$ cat src/rtl/alu_pkg.sv
// Shared definitions for the ALU result path.
// Contents:
//   FLAG_* : bit positions inside the 4-bit {overflow,cout,negative,zero} flag vector
//   FLAGS_W: width of the flag vector
//   occ_state_e: occupancy encoding of the result stage skid buffer
package alu_pkg;

  localparam int FLAGS_W   = 4;
  localparam int FLAG_OVF  = 3;
  localparam int FLAG_COUT = 2;
  localparam int FLAG_NEG  = 1;
  localparam int FLAG_ZERO = 0;

  typedef enum logic [1:0] {
    EMPTY = 2'd0,
    ONE   = 2'd1,
    TWO   = 2'd2
  } occ_state_e;

endpackage

$ cat src/rtl/alu_payload_reg.sv
// Enable register with synchronous active-high reset.
// Holds one payload beat ({sum, flags}) of the result stage.
// Ports:
//   clk : rising-edge clock
//   rst : synchronous active-high reset, clears q to zero
//   en  : load d into q this edge
//   d   : next payload
//   q   : stored payload
module alu_payload_reg #(
  parameter int W = 12
) (
  input  logic         clk,
  input  logic         rst,
  input  logic         en,
  input  logic [W-1:0] d,
  output logic [W-1:0] q
);

  // NOTE: payload storage is reset even though its value is don't-care while
  // out_valid=0, because the visible head must read zero straight out of reset.
  // NOTE: sequential state uses non-blocking assignments so every flop samples
  // pre-edge values regardless of process ordering.
  always_ff @(posedge clk) begin
    if (rst) begin
      q <= '0;
    end else if (en) begin
      q <= d;
    end
  end

endmodule

$ cat src/rtl/alu_result_stage.sv
// Registered output stage behind the signed adder/subtractor.
// Captures {sum, flags} as one beat and presents it downstream over
// valid/ready through a 2-entry skid buffer (head + skid register), so the
// stage sustains one beat per cycle while in_ready never depends
// combinationally on out_ready.
// Ports:
//   clk, rst            : clock, synchronous active-high reset
//   in_valid/in_ready   : upstream handshake (in_ready registered)
//   in_s, in_flags      : adder sum and {overflow,cout,negative,zero}
//   out_valid/out_ready : downstream handshake
//   out_s, out_flags    : head beat, flags passed through bit-exact
//   sticky_clr          : clears sticky_ovf (an accepted overflow beat wins)
//   sticky_ovf          : set by any accepted beat carrying overflow
//   res_count           : wrapping count of beats delivered downstream
module alu_result_stage
  import alu_pkg::*;
#(
  parameter int WIDTH = 8,
  parameter int CNT_W = 16
) (
  input  logic               clk,
  input  logic               rst,
  input  logic               in_valid,
  output logic               in_ready,
  input  logic [WIDTH-1:0]   in_s,
  input  logic [FLAGS_W-1:0] in_flags,
  output logic               out_valid,
  input  logic               out_ready,
  output logic [WIDTH-1:0]   out_s,
  output logic [FLAGS_W-1:0] out_flags,
  input  logic               sticky_clr,
  output logic               sticky_ovf,
  output logic [CNT_W-1:0]   res_count
);

  localparam int PW = WIDTH + FLAGS_W;

  occ_state_e      state, state_nxt;
  logic            accept, deliver;
  logic            head_en, skid_en, head_from_skid;
  logic [PW-1:0]   in_beat, head_d, head_q, skid_q;
  logic            in_ready_q;
  logic            sticky_q;
  logic [CNT_W-1:0] count_q;

  assign in_beat = {in_s, in_flags};
  assign accept  = in_valid & in_ready_q;
  assign deliver = out_valid & out_ready;

  // NOTE: every signal assigned in this block gets a default first, so no
  // path leaves a value unassigned and no latch is inferred.
  always_comb begin
    state_nxt      = state;
    head_en        = 1'b0;
    skid_en        = 1'b0;
    head_from_skid = 1'b0;
    unique case (state)
      EMPTY: begin
        if (accept) begin
          state_nxt = ONE;
          head_en   = 1'b1;
        end
      end
      ONE: begin
        if (accept && !deliver) begin
          // Head is stalled; park the new beat behind it.
          state_nxt = TWO;
          skid_en   = 1'b1;
        end else if (!accept && deliver) begin
          state_nxt = EMPTY;
        end else if (accept && deliver) begin
          head_en = 1'b1;
        end
      end
      TWO: begin
        // in_ready is low here, so only a delivery can change occupancy.
        if (deliver) begin
          state_nxt      = ONE;
          head_en        = 1'b1;
          head_from_skid = 1'b1;
        end
      end
      default: state_nxt = EMPTY;
    endcase
  end

  assign head_d = head_from_skid ? skid_q : in_beat;

  alu_payload_reg #(.W(PW)) u_head (
    .clk (clk),
    .rst (rst),
    .en  (head_en),
    .d   (head_d),
    .q   (head_q)
  );

  alu_payload_reg #(.W(PW)) u_skid (
    .clk (clk),
    .rst (rst),
    .en  (skid_en),
    .d   (in_beat),
    .q   (skid_q)
  );

  always_ff @(posedge clk) begin
    if (rst) begin
      state      <= EMPTY;
      in_ready_q <= 1'b1;
    end else begin
      state      <= state_nxt;
      // Registered copy of "not full" so upstream sees no path from out_ready.
      in_ready_q <= (state_nxt != TWO);
    end
  end

  always_ff @(posedge clk) begin
    if (rst) begin
      sticky_q <= 1'b0;
    end else if (accept && in_flags[FLAG_OVF]) begin
      sticky_q <= 1'b1;
    end else if (sticky_clr) begin
      sticky_q <= 1'b0;
    end
  end

  always_ff @(posedge clk) begin
    if (rst) begin
      count_q <= '0;
    end else if (deliver) begin
      count_q <= count_q + CNT_W'(1);
    end
  end

  assign in_ready   = in_ready_q;
  assign out_valid  = (state != EMPTY);
  assign out_s      = head_q[PW-1:FLAGS_W];
  assign out_flags  = head_q[FLAGS_W-1:0];
  assign sticky_ovf = sticky_q;
  assign res_count  = count_q;

endmodule

$ cat config.mk
export PLATFORM = sky130hd
export DESIGN_NAME = alu_result_stage
export DESIGN_NICKNAME = d
export VERILOG_FILES = /design/src/rtl/alu_pkg.sv /design/src/rtl/alu_payload_reg.sv /design/src/rtl/alu_result_stage.sv
export SDC_FILE = /design/constraint.sdc
export NUM_CORES = 1
export LEC_CHECK = 0
export ABC_AREA = 1
export CORE_MARGIN = 5
export CORE_UTILIZATION = 44
export CTS_CLUSTER_SIZE = 28
export DETAILED_ROUTE_END_ITERATION = 7
export GPL_TIMING_DRIVEN = 0
export PLACE_DENSITY = 0.75
export REMOVE_ABC_BUFFERS = 1
export SLEW_MARGIN = 20
export SYNTH_ARGS = -nofsm -noshare
export SYNTH_HDL_FRONTEND = slang
export SYNTH_SLANG_ARGS = --single-unit
$ cat constraint.sdc
create_clock -name clk -period 1.2 [get_ports clk]
set_clock_uncertainty 0.1 [all_clocks]
set_input_delay 0.24 -clock clk [delete_from_list [all_inputs] [get_ports clk]]
set_output_delay 0.24 -clock clk [all_outputs]
set_load 0.01 [all_outputs]
======== Yosys cells after proc, flatten, opt, wreduce, memory -nomap -nowiden ========
Cells that the tools add are included.
W data, S select, Z words.
operators by class
  add/subtract/negate cells ............... 1
  equality and inequality tests ........... 3
  muxes and demuxes ....................... 17
  bitwise logic cells ..................... 2
  reductions and logical operators ........ 9
operator list
  kind                     number
  $add A16 B1 Y16 const B  1
  $mux W12                 1
  $mux W1                  10
  $mux W2                  4
  $pmux W2 S3              1
  $logic_and A1 B1 Y1      4
  $reduce_bool A2 Y1       2
  $pmux W1 S3              1
  $and A1 B1 Y1            2
  $eq A2 B1 Y1 const B     1
  $eq A2 B2 Y1 const B     1
  $logic_not A1 Y1         2
  $logic_not A2 Y1         1
  $ne A2 B2 Y1 const B     1
word-level totals
  register bits after elaboration ......... 44
  bits of input ports ..................... 17
  output and inout bits ................... 31
  logic and storage cells ................. 38

======== Logic depth before layout (Yosys ltp) ========
Gate-level depths: netlist (run 1).
  depth in word-level cells ............... 7
  gate-level depth with buffers ........... 9
  depth with buffers taken out ............ 9

======== Cells and area by module ========
Synthesis (run 1) repeated with hierarchy kept, for this count alone.
unflattened totals
  cells, all modules ...................... 304
  area total of the unflattened synthesis .. 2,102.0 sq um
modules (own cells, without submodules)
  module            instances  cells each  area an instance (sq um)  sequential area each (sq um)
  alu_result_stage  1          152         1,108.6                   400.4
  alu_payload_reg   2          76          496.7                     240.2

======== Least setup slack after synthesis (run 1) ========
No wires, ideal clock.
  path kind ............................... register to register
  start ................................... register count_q[3] (netlist: res_count[3])
  end ..................................... register count_q[13] (netlist: res_count[13])
  setup time .............................. 0.115 ns
  data arrival time ....................... 1.109 ns
  data required time ...................... 0.985 ns
  path slack .............................. -0.124 ns
  stages on the path, launching flop included .. 8
  buffers on the path ..................... 0
  period minus slack after synthesis ...... 1.324 ns
  path through ............................ dfxtp_1 nand2_1 nor2_1 nand3_2 nor2_2 nand3_1 nand2_1 nor2_1
on the way
  word-level cells in the longest chain between the ends .. 1
RTL lines
  what                    RTL line                 text
  start, declared         alu_result_stage.sv:44   logic [CNT_W-1:0] count_q;
  start signal, assigned  alu_result_stage.sv:130  count_q <= count_q + CNT_W'(1);
  $add A16 B1 Y16         alu_result_stage.sv:130
No other way between the ends.
A chain may end at the register's enable or synchronous reset.

======== Worst setup path after layout (run 1) ========
  start ................................... register state[0]
  end ..................................... register u_head.q[8]
on the way
  word-level cells in the longest chain between the ends .. 7
  elaborated cells between the ends (all ways) .. 16
  those cells by class .................... eq/ne: 2; mux: 7; bitwise: 1; reduce/logical: 6
RTL lines
  what                    RTL line                 text
  start, declared         alu_result_stage.sv:38   occ_state_e state, state_nxt;
  start signal, assigned  alu_result_stage.sv:110  state <= state_nxt;
  $reduce_bool A2 Y1      alu_result_stage.sv:135  assign out_valid = (state != EMPTY);
  $and A1 B1 Y1           alu_result_stage.sv:48   assign deliver = out_valid & out_ready;
  $logic_and A1 B1 Y1     alu_result_stage.sv:71   end else if (accept && deliver) begin
  $mux W1                 alu_result_stage.sv:71
  $mux W1                 alu_result_stage.sv:69   end else if (!accept && deliver) begin
  $mux W1                 alu_result_stage.sv:65   if (accept && !deliver) begin
  $pmux W1 S3             alu_result_stage.sv:57   unique case (state)
  end signal, assigned    alu_payload_reg.sv:25    q <= '0;
  end signal, assigned    alu_payload_reg.sv:27    q <= d;
  end, declared           alu_payload_reg.sv:16    output logic [W-1:0] q
Several ways; a longest one is shown, not always the timed one.

==> results of run 1 <==
## per-layer routing
layer	vias to the layer above	wire length (um)
met5	-	0
met4	0	67
met3	5	411
met2	76	3520
met1	1080	2810
li1	1121	-
## power by group through the flow
stage                     Clock [mW]  Sequential [mW]  Combinational [mW]
after global routing            1.08             1.57               0.697
after global placement             0             1.59               0.424
after floorplan                    0             1.61               0.205
after CTS                       1.01             1.56               0.539
after detailed placement           0             1.59               0.428
final                           1.01             1.56               0.646
## final cells by class
class                   count  area (sq um)
fillers                   294          1050
inverters                  46           196
flip-flops and latches     44           931
well taps                  52          65.1
repair buffers             88           761
repair inverters            2          15.0
multi-input cells         203          1290
clock buffers               7          96.3
## placed cells by master (no fill, tap or decap), types with 13 or more instances in the layout
cell type / count
buf_2: 20
buf_4: 26
clkdlybuf4s50_1: 13
inv_1: 40
dfxtp_1: 16
o21ai_2: 13
a21oi_1: 15
buf_6: 14
nand2_2: 14
dfxtp_2: 22
nand2_1: 50
nor2_1: 43
## state kept, by name, summed over array words and instances, names as in the netlist
name and flops:
u_skid.q 12, in_ready 1, state 2, sticky_ovf 1
u_head.q 12, res_count 16
## what timing repair did
action / in CTS / in global routing
endpoints found under the setup margin: 74 / 60
pin swaps: 15 / 21
gates cloned: 5 / 4
setup buffers: 31 / 9
resized for setup: 185 / 88
## cells by family (layout without fill, tap and decap cells)
| kind of cell | after synthesis | after routing | share of synthesized area, % |
|---|---|---|---|
| simple gates | 140 | 145 | 30.1 |
| compound gates | 56 | 57 | 14.8 |
| buf+inv | 56 | 143 | 11.3 |
| flops | 44 | 44 | 43.2 |
| fa+ha+maj | 1 | 1 | 0.614 |
## stage by stage
step / hold WS, ns / total power [mW] / setup WS, ns / TNS, ns / instances
6_report: 0.232 / 3.22 / -0.214 / -5.51 / 442
5_1_grt: 0.235 / 3.35 / -0.298 / -8.55 / 442
4_1_cts: 0.346 / 3.11 / -0.108 / -2.94 / 429
3_5_place_dp: 0.341 / 2.02 / -1.03 / -38.90 / 386
3_3_place_gp: 0.335 / 2.01 / -1.01 / -37.87 / 386
2_1_floorplan: 0.209 / 1.82 / -0.283 / -4.87 / 287
## worst max-delay path by stage
stage | start | slack (ns) | endpoint | cells after the start
global placement | rst | -1.01 | in_ready$_SDFF_PP1_ | 3
detailed placement | rst | -1.03 | res_count[3]$_SDFFE_PP0P_ | 4
CTS | in_ready$_SDFF_PP1_ | -0.11 | u_skid.q[1]$_SDFFE_PP0P_ | 6
global route | state[0]$_SDFF_PP0_ | -0.30 | u_head.q[1]$_SDFFE_PP0P_ | 8
finish | state[0]$_SDFF_PP0_ | -0.21 | u_head.q[8]$_SDFFE_PP0P_ | 8
floorplan | state[0]$_SDFF_PP0_ | -0.28 | u_skid.q[0]$_SDFFE_PP0P_ | 5
==> run_results.csv, run 1 <==
group,metric,value,unit
run_status,outcome,"complete, but fails checks",
run_status,failed_checks,"setup timing",
clocking,clock_latency,0.30,ns
synthesis,yosysTopAreaCell,"dfxtp_1",
synthesis,synthFlopType,"dfxtp_1",
die,die_area,0.00609,sq mm
synthesis,synth_edf_count,0,
synthesis,synth.area.top_cells,"dfxtp_1 43%, nand2_1 12%, nor2_1 8.7%, inv_1 7.9%, a21oi_1 5.6%",
die,ios,48,
place,place_congestion,0.807,
clocking,cts-root-buf,"clkbuf_8",
timing,setup_viol,41,
setup_path,worst-path-buf-inv,2,
synthesis,async_flop_share,0,%
place,placed_cell_area,0.00252,sq mm
timing,finalMaxSlewViolations,0,
clocking,clk_pin_slew,0.08,ns
die,die-width,78.1,um
clocking,clock-sinks,44,
pwr,switching_power,0.894,mW
timing,fin_ws,-0.214,ns
drt,firstDrtPassIters,4,
pwr,sw_frac_of_total,27.7,%
pwr,pwr-share-seq,48.5,%
synthesis,netlist_area,0.00204,sq mm
synthesis,synth_common_cells,"66 x nand2_1, 47 x nor2_1, 44 x dfxtp_1",
grt,track_usage,19.1,%
synthesis,synth_top_area_share,43.2,%
clocking,tritoncts,"done",
drt,drt_iter0_drc,163,
run,drv_cap,0,
setup_path,cp-start-kind,"flop",
setup_path,worst-path-max-fanout,6,
synthesis,yosysWarnings,0,
setup_path,path_common_cell,"nor2_1",
cells_and_area,n_antenna_cell,0,
grt,met3_usage,2.97,%
setup_path,critPathSlowestCell,"dfxtp_4",
timing,worst_pin_slew,0.310,ns
synthesis,seq_area_frac_synth,43.2,%
place,hpwlAfterDp,2.99,mm
die,start_util,46.2,%
pwr,intPower,2.33,mW
setup_path,crit_chain,"buf_4 -> nor2_4 -> buf_12 -> nand2_4 -> nand2_1 -> o21ai_0 -> nor2_1 -> nor2_1",
drt,dr_total_vias,2282,
synthesis,synth.most_common_cell,"nand2_1",
setup_path,r2r_cells,8,
die,core.rowCount,24,
place,portBuffers,47,
synthesis,ys_ff_latch,44,
grt,met2_usage,33.0,%
hold_path,hold_end,"sticky_ovf$_SDFFE_PP0P_",
grt,grt_pass1_wl,9.58,mm
drt,wl,6.81,mm
pwr,combPwrFrac,20.0,%
drt,wl_per_cell,15.4,um
cells_and_area,final_util,76.1,%
timing,relSlewSlack,79.3,%
setup_path,critPathMaxStageDelay,0.38,ns
synthesis,avgSynthCellArea,6.86,sq um
setup_path,arrival,1.51,ns
setup_path,reg2reg_slack,-0.21,ns
cells_and_area,final_cell_area,0.00336,sq mm
pwr,p_leak,1.46,nW
cells_and_area,area_growth_syn_to_layout,64.8,%
clocking,hold_buffers,0,
drt,drt-vias-per-instance,5.16,
grt,grt_overflow,0,
timing,finalCritPeriodShare,118,%
setup_path,crit_family,"simple AND/OR/NAND/NOR gates",
setup_path,critical_path_class,"flop to flop",
cells_and_area,drive_above_1_share,47.7,%
hold_path,hp-start,"rst",
setup_path,cp.required,1.30,ns
drt,final_antenna_net_count,0,
synthesis,synth.distinct_cells,26,
pwr,power.share.clock,31.4,%
timing,min_period,1.41,ns
timing,rsz0062_at_grt,"yes",
grt,met1_usage,23.8,%
clocking,cts_max_path_buffers,2,
drt,drcViolationCount,0,
setup_path,endpoint_kind,"flop",
clocking,cts_buffers,5,
cells_and_area,nets,408,
timing,fmax,707,MHz
grt,grt_max_degree,25,
timing,finalHoldViolations,0,
grt,grt_pass1_vias,2051,
grt,antenna_found_initial,0,
grt,grt_busiest_layer,"met2",
setup_path,r2r-end,"u_head.q[8]$_SDFFE_PP0P_",
pwr,p_per_area,959,mW/mm^2
die,coreArea,0.00441,sq mm
synthesis,netlist_instances,297,
setup_path,rr_startpoint,"state[0]$_SDFF_PP0_",
pwr,irDropWorstVdd,0.512,mV
die,die_h,78.1,um
clocking,htree_num_levels,2,
hold_path,whs_path_depth,2,
hold_path,hp-class,"input pin to flop",
(Power assumes the default switching activity.)
==> run 2, diff against run 1 <==
- ABC_AREA: 1 -> 0
- ABC_CLOCK_PERIOD_IN_PS: unset -> 1200
- RECOVER_POWER: unset -> 25
==> run 2 against run 1 <==
  * The run still ends with setup timing left
  * Routed wire length shrank 17%
  * Critical path depth shrank 2
  * Via count shrank 21%
==> run_results.csv, run 2 <==
group,metric,value,unit
setup_path,crit_family,"flip-flops",
setup_path,endpoint_kind,"flop",
drt,final_antenna_net_count,0,
drt,firstDrtPassIters,4,
setup_path,arrival,1.71,ns
synthesis,synth.area.top_cells,"dfxtp_1 44%, mux2i_1 13%, nor2_1 7.5%, a211oi_1 4.5%, xnor2_1 2.6%",
clocking,cts_max_path_buffers,2,
die,ios,48,
timing,fmax,618,MHz
setup_path,critPathMaxStageDelay,0.36,ns
cells_and_area,final_cell_mix,"37 x buf_6, 34 x nor2_1, 24 x mux2i_1, 24 x buf_4, 17 x dfxtp_2",
clocking,clk_pin_slew,0.08,ns
place,placed_cell_area,0.00248,sq mm
setup_path,cp.required,1.29,ns
synthesis,yosysWarnings,0,
run,drv_cap,0,
place,place_inst,286,
die,die_area,0.00600,sq mm
synthesis,ys_ff_latch,44,
clocking,cts_buffers,5,
drt,drt-vias-per-instance,5.16,
synthesis,synth.distinct_cells,43,
pwr,p_leak,1.48,nW
timing,worst_pin_slew,0.500,ns
setup_path,critical_path_class,"flop to flop",
cells_and_area,drive_above_1_share,57.6,%
cells_and_area,final_common_cell,"buf_6",
synthesis,synth_top_area_share,44.0,%
setup_path,critPathSlowestCell,"dfxtp_4",
timing,finalHoldViolations,0,
cells_and_area,n_antenna_cell,0,
timing,finalCritPeriodShare,135,%
timing,finalSetupTns,-11.94,ns
cells_and_area,final_cell_area,0.00336,sq mm
pwr,p_per_area,924,mW/mm^2
clocking,clock_latency,0.30,ns
grt,grt_pass1_vias,1915,
timing,relSlewSlack,66.7,%
synthesis,async_flop_share,0,%
grt,grt_overflow,0,
clocking,tritoncts,"done",
die,coreArea,0.00438,sq mm
grt,grt_pass1_wl,8.94,mm
drt,drcViolationCount,0,
drt,wl,5.65,mm
synthesis,netlist_instances,198,
synthesis,seq_area_frac_synth,44.0,%
setup_path,worst-path-buf-inv,2,
setup_path,worst-path-max-fanout,4,
cells_and_area,nets,314,
pwr,irDropWorstVdd,0.522,mV
synthesis,netlist_area,0.00200,sq mm
place,place_congestion,0.733,
clocking,clock-sinks,44,
timing,rsz0062_at_grt,"yes",
hold_path,hp-class,"input pin to flop",
setup_path,reg2reg_slack,-0.42,ns
die,start_util,45.7,%
timing,fin_ws,-0.417,ns
grt,track_usage,18.3,%
place,hpwlAfterDp,2.64,mm
timing,min_period,1.62,ns
timing,setup_viol,54,
cells_and_area,fillers,297,
setup_path,cp-start-kind,"flop",
cells_and_area,fin_cells,349,
drt,drt_iter0_drc,65,
timing,finalMaxSlewViolations,0,
run_status,outcome,"complete, but fails checks",
cells_and_area,largest_reg_flops,16,
synthesis,yosysTopAreaCell,"dfxtp_1",
synthesis,avgSynthCellArea,10.1,sq um
synthesis,synth_common_cells,"44 x dfxtp_1, 40 x nor2_1, 26 x mux2i_1",
setup_path,crit_chain,"buf_8 -> o211ai_4 -> nor4_4 -> buf_4 -> nand3_2 -> mux2_4",
cells_and_area,area_growth_syn_to_layout,67.8,%
cells_and_area,seq_area,943,sq um
grt,antenna_found_initial,0,
run_status,failed_checks,"setup timing",
clocking,htree_num_levels,2,
grt,grt_max_degree,27,
clocking,hold_buffers,0,
die,core.rowCount,24,
drt,dr_total_vias,1801,
synthesis,synth_edf_count,0,
drt,wl_per_cell,16.2,um
synthesis,synthFlopType,"dfxtp_1",
place,portBuffers,47,
die,die-width,77.5,um
die,die_h,77.5,um
synthesis,synth.most_common_cell,"dfxtp_1",
cells_and_area,multiInputGateArea,0.00124,sq mm
clocking,cts-root-buf,"clkbuf_8",
## run 2: cell types whose count changed in the layout (fill, tap and decap cells not counted), sizes merged, moves of 4 or more
cell and change:
a211oi +12, a21oi -20, buf +21, inv -42
mux2i +26, nand2 -68, nand3 -5, nor2 -12
o21ai -29, xnor2 +6, xor2 +4
## run 2: area by class of cell
type	instances	area share, %
multi-input cells	140	36.9
inverters	3	0.335
well taps	52	1.94
repair buffers	102	30.0
flip-flops and latches	44	28.1
clock buffers	8	2.68
## run 2: cell families after synthesis
family	synth area share, %
AO/OA/AOI/OAI	11.2
buffers and inverters	4.62
adder cells (fa/ha/maj)	0.625
AND/OR/NAND/NOR	20.5
multiplexers	14.7
flip-flops	44.0
XOR/XNOR	4.37
## run 2: power breakdown
| part | leakage [nW] | switching [mW] | total (mW) | internal, mW |
|---|---|---|---|---|
| clock | 0.0455 | 0.489 | 0.959 | 0.470 |
| combinational | 1.06 | 0.273 | 0.594 | 0.321 |
| sequential | 0.373 | 0.0432 | 1.55 | 1.51 |
## run 2: path summary, 6_finish.rpt
kind,startpoint,end,cells past startpoint
max reg2reg,state[1]$_SDFF_PP0_,res_count[13]$_SDFFE_PP0P_,6
max,state[1]$_SDFF_PP0_,res_count[13]$_SDFFE_PP0P_,6
min reg2reg,sticky_ovf$_SDFFE_PP0P_,sticky_ovf$_SDFFE_PP0P_,2
min,out_ready,in_ready$_SDFF_PP1_,2
## run 2: worst register-to-register path, delay by kind of cell, from the launching register on
family | cells | cell delay (ns)
flops | 1 | 0.36
compound gates | 1 | 0.11
mux | 1 | 0.30
simple gates | 2 | 0.34
buf+inv | 2 | 0.31
## run 2: per-stage QoR
stage	hold slack [ns]	power [mW]	setup slack [ns]	util, %
2_1_floorplan	0.209	1.78	-0.604	-
3_3_place_gp	0.365	1.99	-1.37	56.1
3_5_place_dp	0.365	2.00	-1.35	56.6
4_1_cts	0.254	3.04	-0.315	73.0
5_1_grt	0.321	3.26	-0.468	76.7
6_report	0.292	3.11	-0.417	76.7
## run 2: per-layer routing
layer | wire [um] | global-route usage, % | up-vias
li1 | - | - | 890
met1 | 2330 | 20.9 | 859
met2 | 3020 | 33.0 | 43
met3 | 228 | 4.17 | 9
met4 | 80 | 6.70 | 0
met5 | 0 | 0 | -
## run 2: repair_timing
item                       in CTS  in global routing
setup buffers                  43                 13
setup endpoints to repair      74                 70
pin swaps                      23                 20
cloned                          1                  1
gates resized for setup       200                 52
==> run 3, diff against run 2 <==
- SLEW_MARGIN: 20 -> 0
==> run 3 against run 2 <==
  * Final area grew 1.8%
  * Sequential power is essentially flat
  * The run still ends with setup timing left
  * Worst hold slack gained 0.016 ns
  * Critical endpoint is now u_skid.q[0]$_SDFFE_PP0P_
  * Non-clock buffer count shrank 1
  * Critical path type unchanged
==> run_results.csv, run 3 (synthesized netlist as in run 2, its figures left out) <==
group,metric,value,unit
drt,final_antenna_net_count,0,
place,portBuffers,47,
place,place_inst,285,
setup_path,cp.required,1.24,ns
die,die-width,77.5,um
grt,grt_pass1_wl,8.70,mm
cells_and_area,largest_reg_flops,16,
setup_path,arrival,1.64,ns
clocking,clock_latency,0.29,ns
grt,grt_pass1_vias,1831,
pwr,p_per_area,929,mW/mm^2
drt,wl,5.81,mm
clocking,cts_max_path_buffers,2,
grt,grt_overflow,0,
timing,worst_pin_slew,0.976,ns
cells_and_area,area_growth_syn_to_layout,70.8,%
drt,drt-vias-per-instance,5.28,
timing,fin_ws,-0.401,ns
drt,firstDrtPassIters,4,
timing,setup_viol,53,
cells_and_area,fin_cells,348,
pwr,irDropWorstVdd,0.547,mV
die,ios,48,
die,die_h,77.5,um
clocking,hold_buffers,0,
clocking,cts-root-buf,"clkbuf_8",
timing,finalCritPeriodShare,133,%
timing,rsz0062_at_grt,"yes",
grt,track_usage,17.3,%
pwr,p_leak,1.47,nW
drt,drcViolationCount,0,
clocking,clock-sinks,44,
timing,fmax,625,MHz
clocking,cts_buffers,5,
timing,finalMaxSlewViolations,0,
hold_path,hp-class,"input pin to flop",
setup_path,endpoint_kind,"flop",
die,coreArea,0.00438,sq mm
place,hpwlAfterDp,2.52,mm
cells_and_area,final_common_cell,"buf_6",
drt,dr_total_vias,1839,
die,core.rowCount,24,
run_status,failed_checks,"setup timing",
setup_path,worst-path-max-fanout,6,
run_status,outcome,"complete, but fails checks",
drt,wl_per_cell,16.7,um
cells_and_area,nets,313,
clocking,tritoncts,"done",
timing,min_period,1.60,ns
clocking,htree_num_levels,2,
cells_and_area,final_cell_area,0.00342,sq mm
cells_and_area,drive_above_1_share,59.5,%
timing,relSlewSlack,34.9,%
place,placed_cell_area,0.00245,sq mm
clocking,clk_pin_slew,0.08,ns
setup_path,critical_path_class,"flop to flop",
run,drv_cap,0,
cells_and_area,final_cell_mix,"37 x buf_6, 31 x nor2_1, 24 x buf_4",
timing,holdWs,0.308,ns
place,place_congestion,0.733,
die,start_util,45.7,%
drt,drt_iter0_drc,74,
grt,antenna_found_initial,0,
setup_path,cp-start-kind,"flop",
cells_and_area,final_util,78.0,%
cells_and_area,n_antenna_cell,0,
timing,finalHoldViolations,0,
die,die_area,0.00600,sq mm
grt,grt_max_degree,48,
place,pre_cts_ws,-1.37,ns
run 3: changes by cell type in the layout (fill, tap and decap cells not counted), moves of 3 or more:
cell             change
clkdlybuf4s15_2      +4
mux2i_1              -5
nor2_4               +7
nor2_1               -3
nor2_2               -4
buf_2                -7
mux2i_2              +4
run 3: final timing paths:
kind	startpoint	end	slack [ns]	cells past startpoint
min reg2reg	sticky_ovf$_SDFFE_PP0P_	sticky_ovf$_SDFFE_PP0P_	0.37	2
max reg2reg	state[1]$_SDFF_PP0_	u_skid.q[0]$_SDFFE_PP0P_	-0.40	7
max	state[1]$_SDFF_PP0_	u_skid.q[0]$_SDFFE_PP0P_	-0.40	7
min	in_valid	sticky_ovf$_SDFFE_PP0P_	0.31	3
run 3: layer usage:
| layer | wire [um] | part of all wire (%) | global-route usage [%] | vias up |
|---|---|---|---|---|
| li1 | - | - | - | 893 |
| met1 | 2430 | 42 | 21.2 | 890 |
| met2 | 3110 | 54 | 31.1 | 50 |
| met3 | 216 | 3.7 | 3.24 | 6 |
| met4 | 46 | 0.79 | 3.95 | 0 |
| met5 | 0 | 0 | 0 | - |
run 3: final cells by class:
class | count | area (sq um)
Fill cell | 290 | 963
Multi-Input combinational cell | 140 | 1310
Clock buffer | 8 | 90.1
Inverter | 3 | 11.3
Tap cell | 52 | 65.1
Timing Repair Buffer | 101 | 1000
Sequential cell | 44 | 946
run 3: critical path, cell delays in order (launching register included):
cell,delay [ns]
dfxtp_4,0.36
buf_8,0.13
buf_6,0.13
nor3b_4,0.17
buf_6,0.15
buf_12,0.13
mux2i_4,0.22
nor2_1,0.06
run 3: power breakdown:
group	internal (mW)	leakage, nW	switching (mW)
registers	1.51	0.374	0.0489
logic	0.351	1.05	0.305
clock network	0.470	0.0455	0.491
run 3: repair_timing:
item	CTS	global route
gates resized for setup	178	85
setup buffers	45	14
setup endpoints to repair	74	73
gates cloned	2	1
pin swaps	23	22
run 3: through the flow:
stage | power (mW) | TNS [ns]
floorplan | 1.78 | -19.31
global placement | 1.99 | -56.32
detailed placement | 1.99 | -47.46
CTS | 3.02 | -11.78
global route | 3.31 | -16.65
finish | 3.18 | -13.16
==> variant 1: new RTL, settings of run 3 <==
The 3 states of `occ_state_e` get a one-hot encoding in 3 bits.
--- a/src/rtl/alu_pkg.sv
+++ b/src/rtl/alu_pkg.sv
@@ -11,10 +11,10 @@
   localparam int FLAG_NEG  = 1;
   localparam int FLAG_ZERO = 0;
 
-  typedef enum logic [1:0] {
-    EMPTY = 2'd0,
-    ONE   = 2'd1,
-    TWO   = 2'd2
+  typedef enum logic [2:0] {
+    EMPTY = 3'b001,
+    ONE   = 3'b010,
+    TWO   = 3'b100
   } occ_state_e;
 
 endpackage
Formal check against the unedited RTL: no difference found for any inputs over 10 cycles, from zero or initial values and one cycle with rst high; not proved beyond that.
==> variant 1 against run 3 <==
Synthesized cell count is 11% higher. Non-clock buffer count is the same. Largest power group unchanged. Setup slack worse by 140 ps. Sequential cell count up 1. Total power decreased by 0.95%. The flow still finishes with violations (negative setup slack). Routed wire length increased by 20%. Sequential share of layout area rose by 1.2 points. Area after synthesis up 4.5%. Final area shrank 1.4%. Cell count grew 6.9%.
==> variant 1: results <==
set metrics [dict create \
    min_path_type "input pin to register" \
    synth_area_per_cell_um2 9.51 \
    synth_commonest_cells "dfxtp_1, nor2_1, inv_1, nor2b_1" \
    swShare_pct 27.5 \
    vias_per_cell 5.79 \
    diodes 0 \
    violations "negative setup slack" \
    cp_max_fo 5 \
    grt_usage_pct 22.1 \
    final.setup.tns_ps -19700 \
    root_buffer "clkbuf_8" \
    synth_cell_types 39 \
    largest_reg_flops 16 \
    ys_top_cells_by_area "dfxtp_1, mux2i_1, a221oi_1" \
    finalNonFillerCells 372 \
    clockBufferDepth 2 \
    worstSkewPairLatency_ps 300 \
    fillCellCount 322 \
    first_iter_violations 141 \
    max_slew_margin_pct 44.0 \
    post-place-ws_ps -1580 \
    vdd_drop_max_uv 656 \
    dp.cells 305 \
    arrival_ps 1800 \
    wl_um 6940 \
    leakage_nw 1.45 \
    port_buffers 47 \
    final_nets 335 \
    grt_pass1_vias 2149 \
    yosys_most_used_dff "dfxtp_1" \
    placed_cell_area_mm2 0.00251 \
    ys_async_sr_fraction_pct 0 \
    setup_viol 56 \
    antenna_found_initial 0 \
    place_hpwl_um 2880 \
    setup_ws_ps -542 \
    ys_seq_area_share_pct 43.0 \
    htreeDepth 2 \
    status "finished with violations" \
    dr.pass1.iters 4 \
    path_clk_slew_ps 90 \
    post_route_cells_drive_above_1_share_pct 50.9 \
    finalInstanceArea_mm2 0.00337 \
    yosysWarnings 0 \
    grt_start_max_net_pins 45 \
    gp_congestion 0.732 \
    grt_pass1_wl_um 10800 \
    cts_made_buffers 5 \
]
## variant 1: kinds of logic after synthesis
group,Yosys count,synth area share [%]
AO/OA/AOI/OAI,46,17.0
XOR/XNOR,9,3.77
adder cells (fa/ha/maj),1,0.598
buffers and inverters,32,8.19
flip-flops,45,43.0
multiplexers,12,5.74
AND/OR/NAND/NOR,75,21.7
## variant 1: cell type report
type / instances / area share [%]
Clock inverter: 2 / 0.408
Multi-Input combinational cell: 148 / 37.2
Tap cell: 54 / 2.00
Inverter: 16 / 1.78
Sequential cell: 45 / 28.8
Timing Repair Buffer: 101 / 27.3
Clock buffer: 6 / 2.45
## variant 1: metal layers
metal / share of wire, % / vias to the layer above / routed length (um) / GRT usage (%)
met5: 0 / - / 0 / 0
met4: 2.9 / 0 / 202 / 9.62
met3: 5.5 / 18 / 379 / 4.20
met2: 50 / 80 / 3500 / 39.2
met1: 41 / 1050 / 2860 / 25.8
li1: - / 1007 / - / -
## variant 1: power groups by stage
| stage | registers (mW) | clock network, mW | logic [mW] |
|---|---|---|---|
| global placement | 1.62 | 0 | 0.377 |
| detailed placement | 1.62 | 0 | 0.379 |
| floorplan | 1.64 | 0 | 0.151 |
| finish | 1.57 | 1.02 | 0.558 |
| global route | 1.58 | 1.09 | 0.590 |
| CTS | 1.57 | 1.03 | 0.509 |
## variant 1: repair_timing
| item | 4_1_cts | 5_1_grt |
|---|---|---|
| gates resized for setup | 214 | 32 |
| setup endpoints to repair | 75 | 65 |
| endpoints found under the hold margin | 0 | 0 |
| buffers inserted | 46 | 10 |
| pin swaps | 24 | 21 |
| cloned | 6 | 0 |
## variant 1: critical path, stage by stage (launching register included)
cell      delay [ps]
dfxtp_4          360
buf_8            120
and4bb_4         360
buf_12           120
a31oi_4           40
buf_6            160
a221oi_2         260
a311oi_1          70
## variant 1: path summary, 6_finish.rpt
kind,from,endpoint,slack [ps],cells past startpoint
worst min register to register,u_head.q[2],u_head.q[2],370,2
worst min-delay path,in_valid,sticky_ovf,260,3
worst max register to register,state[0],u_head.q[3],-540,7
worst max-delay path,state[0],u_head.q[3],-540,7
==> variant 2: new RTL, settings of run 3 <==
Without the edit above. `CNT_W`: 16 -> 32.
--- a/src/rtl/alu_result_stage.sv
+++ b/src/rtl/alu_result_stage.sv
@@ -16,7 +16,7 @@
   import alu_pkg::*;
 #(
   parameter int WIDTH = 8,
-  parameter int CNT_W = 16
+  parameter int CNT_W = 32
 ) (
   input  logic               clk,
   input  logic               rst,
Interface: changed (resized res_count); port bits go from 48 to 64. The function was not compared with the original's and may differ.
==> variant 2 against run 3 <==
The run still ends with negative setup slack left. Final area up 46%. Hold slack better by 3.9 ps. Sequential cell count up 16. Setup slack worse by 350 ps. Count of clock-buffer cells in the layout up 5. Area after synthesis up 39%. Synthesized cell count up 58%. Routed wire length up 92%. Fmax down 18%. Sequential power up 33%. Total power up 38%. Global-route usage up 5.2 points. Combinational power up 3%. Critical path type unchanged. Largest cell class unchanged. Largest power group unchanged. Highest routed layer unchanged.
==> variant 2: results <==
set metrics [dict create \
    port_buffers 63 \
    violations "negative setup slack" \
    grt_pass1_vias 2898 \
    synth_area_mm2 0.00278 \
    synth-compound-area-share_pct 12.5 \
    cts.repair.resized 335 \
    final_nets 467 \
    setup_ws_ps -751 \
    placed_cell_area_mm2 0.00347 \
    setup_viol 84 \
    status "finished with violations" \
    synth.area.mux_share_pct 11.4 \
    multi_input_area_mm2 0.00198 \
    fillCellCount 364 \
    crit_path_top_delay_cell "or4_4" \
    largest_reg_flops 32 \
    vias_per_cell 5.86 \
    grtUsageMet1_pct 28.5 \
    seq_area_share_pct 26.2 \
    met3_usage_pct 4.33 \
    max_slew_margin_pct 55.4 \
    met1Wirelength_um 4610 \
    gp_congestion 0.774 \
    holdWs_ps 312 \
    grt_start_max_net_pins 38 \
    wl_per_cell_um 21.0 \
    place_hpwl_um 4590 \
    ys_top_cells_by_area "dfxtp_1, mux2i_1, nor2_1" \
    p_comb_share_pct 15.4 \
    n_all_inverters 7 \
    ys_seq_area_share_pct 43.1 \
    grt_pass1_wl_um 14000 \
    rr_worst_depth 4 \
    cp_max_fo 5 \
    met2_length_um 5490 \
    post-place-ws_ps -1540 \
    cts_setup_buffers 52 \
    synth_commonest_cells "dfxtp_1, nor2_1, mux2i_1, nand2_1, a21oi_1" \
]
-- variant 2: cell count changes after synthesis, moves of 5 or more --
| cell | run 3 | this run |
|---|---|---|
| o21ai_0 | 1 | 7 |
| clkbuf_1 | 2 | 12 |
| a21oi_1 | 3 | 17 |
| nand3_1 | 5 | 10 |
| nand2_1 | 7 | 18 |
| nor4_1 | 0 | 7 |
| nand4_1 | 1 | 8 |
| or4_1 | 0 | 10 |
| mux2_1 | 0 | 6 |
| or3_1 | 1 | 10 |
| dfxtp_1 | 44 | 60 |
| o31ai_1 | 0 | 8 |
-- variant 2: power by group through the flow --
stage | Combinational (mW) | Sequential, mW | Clock, mW
after global routing | 0.711 | 2.09 | 1.72
after CTS | 0.489 | 2.06 | 1.60
after detailed placement | 0.410 | 2.14 | 0
after floorplan | 0.154 | 2.16 | 0
after global placement | 0.397 | 2.14 | 0
final | 0.676 | 2.08 | 1.63
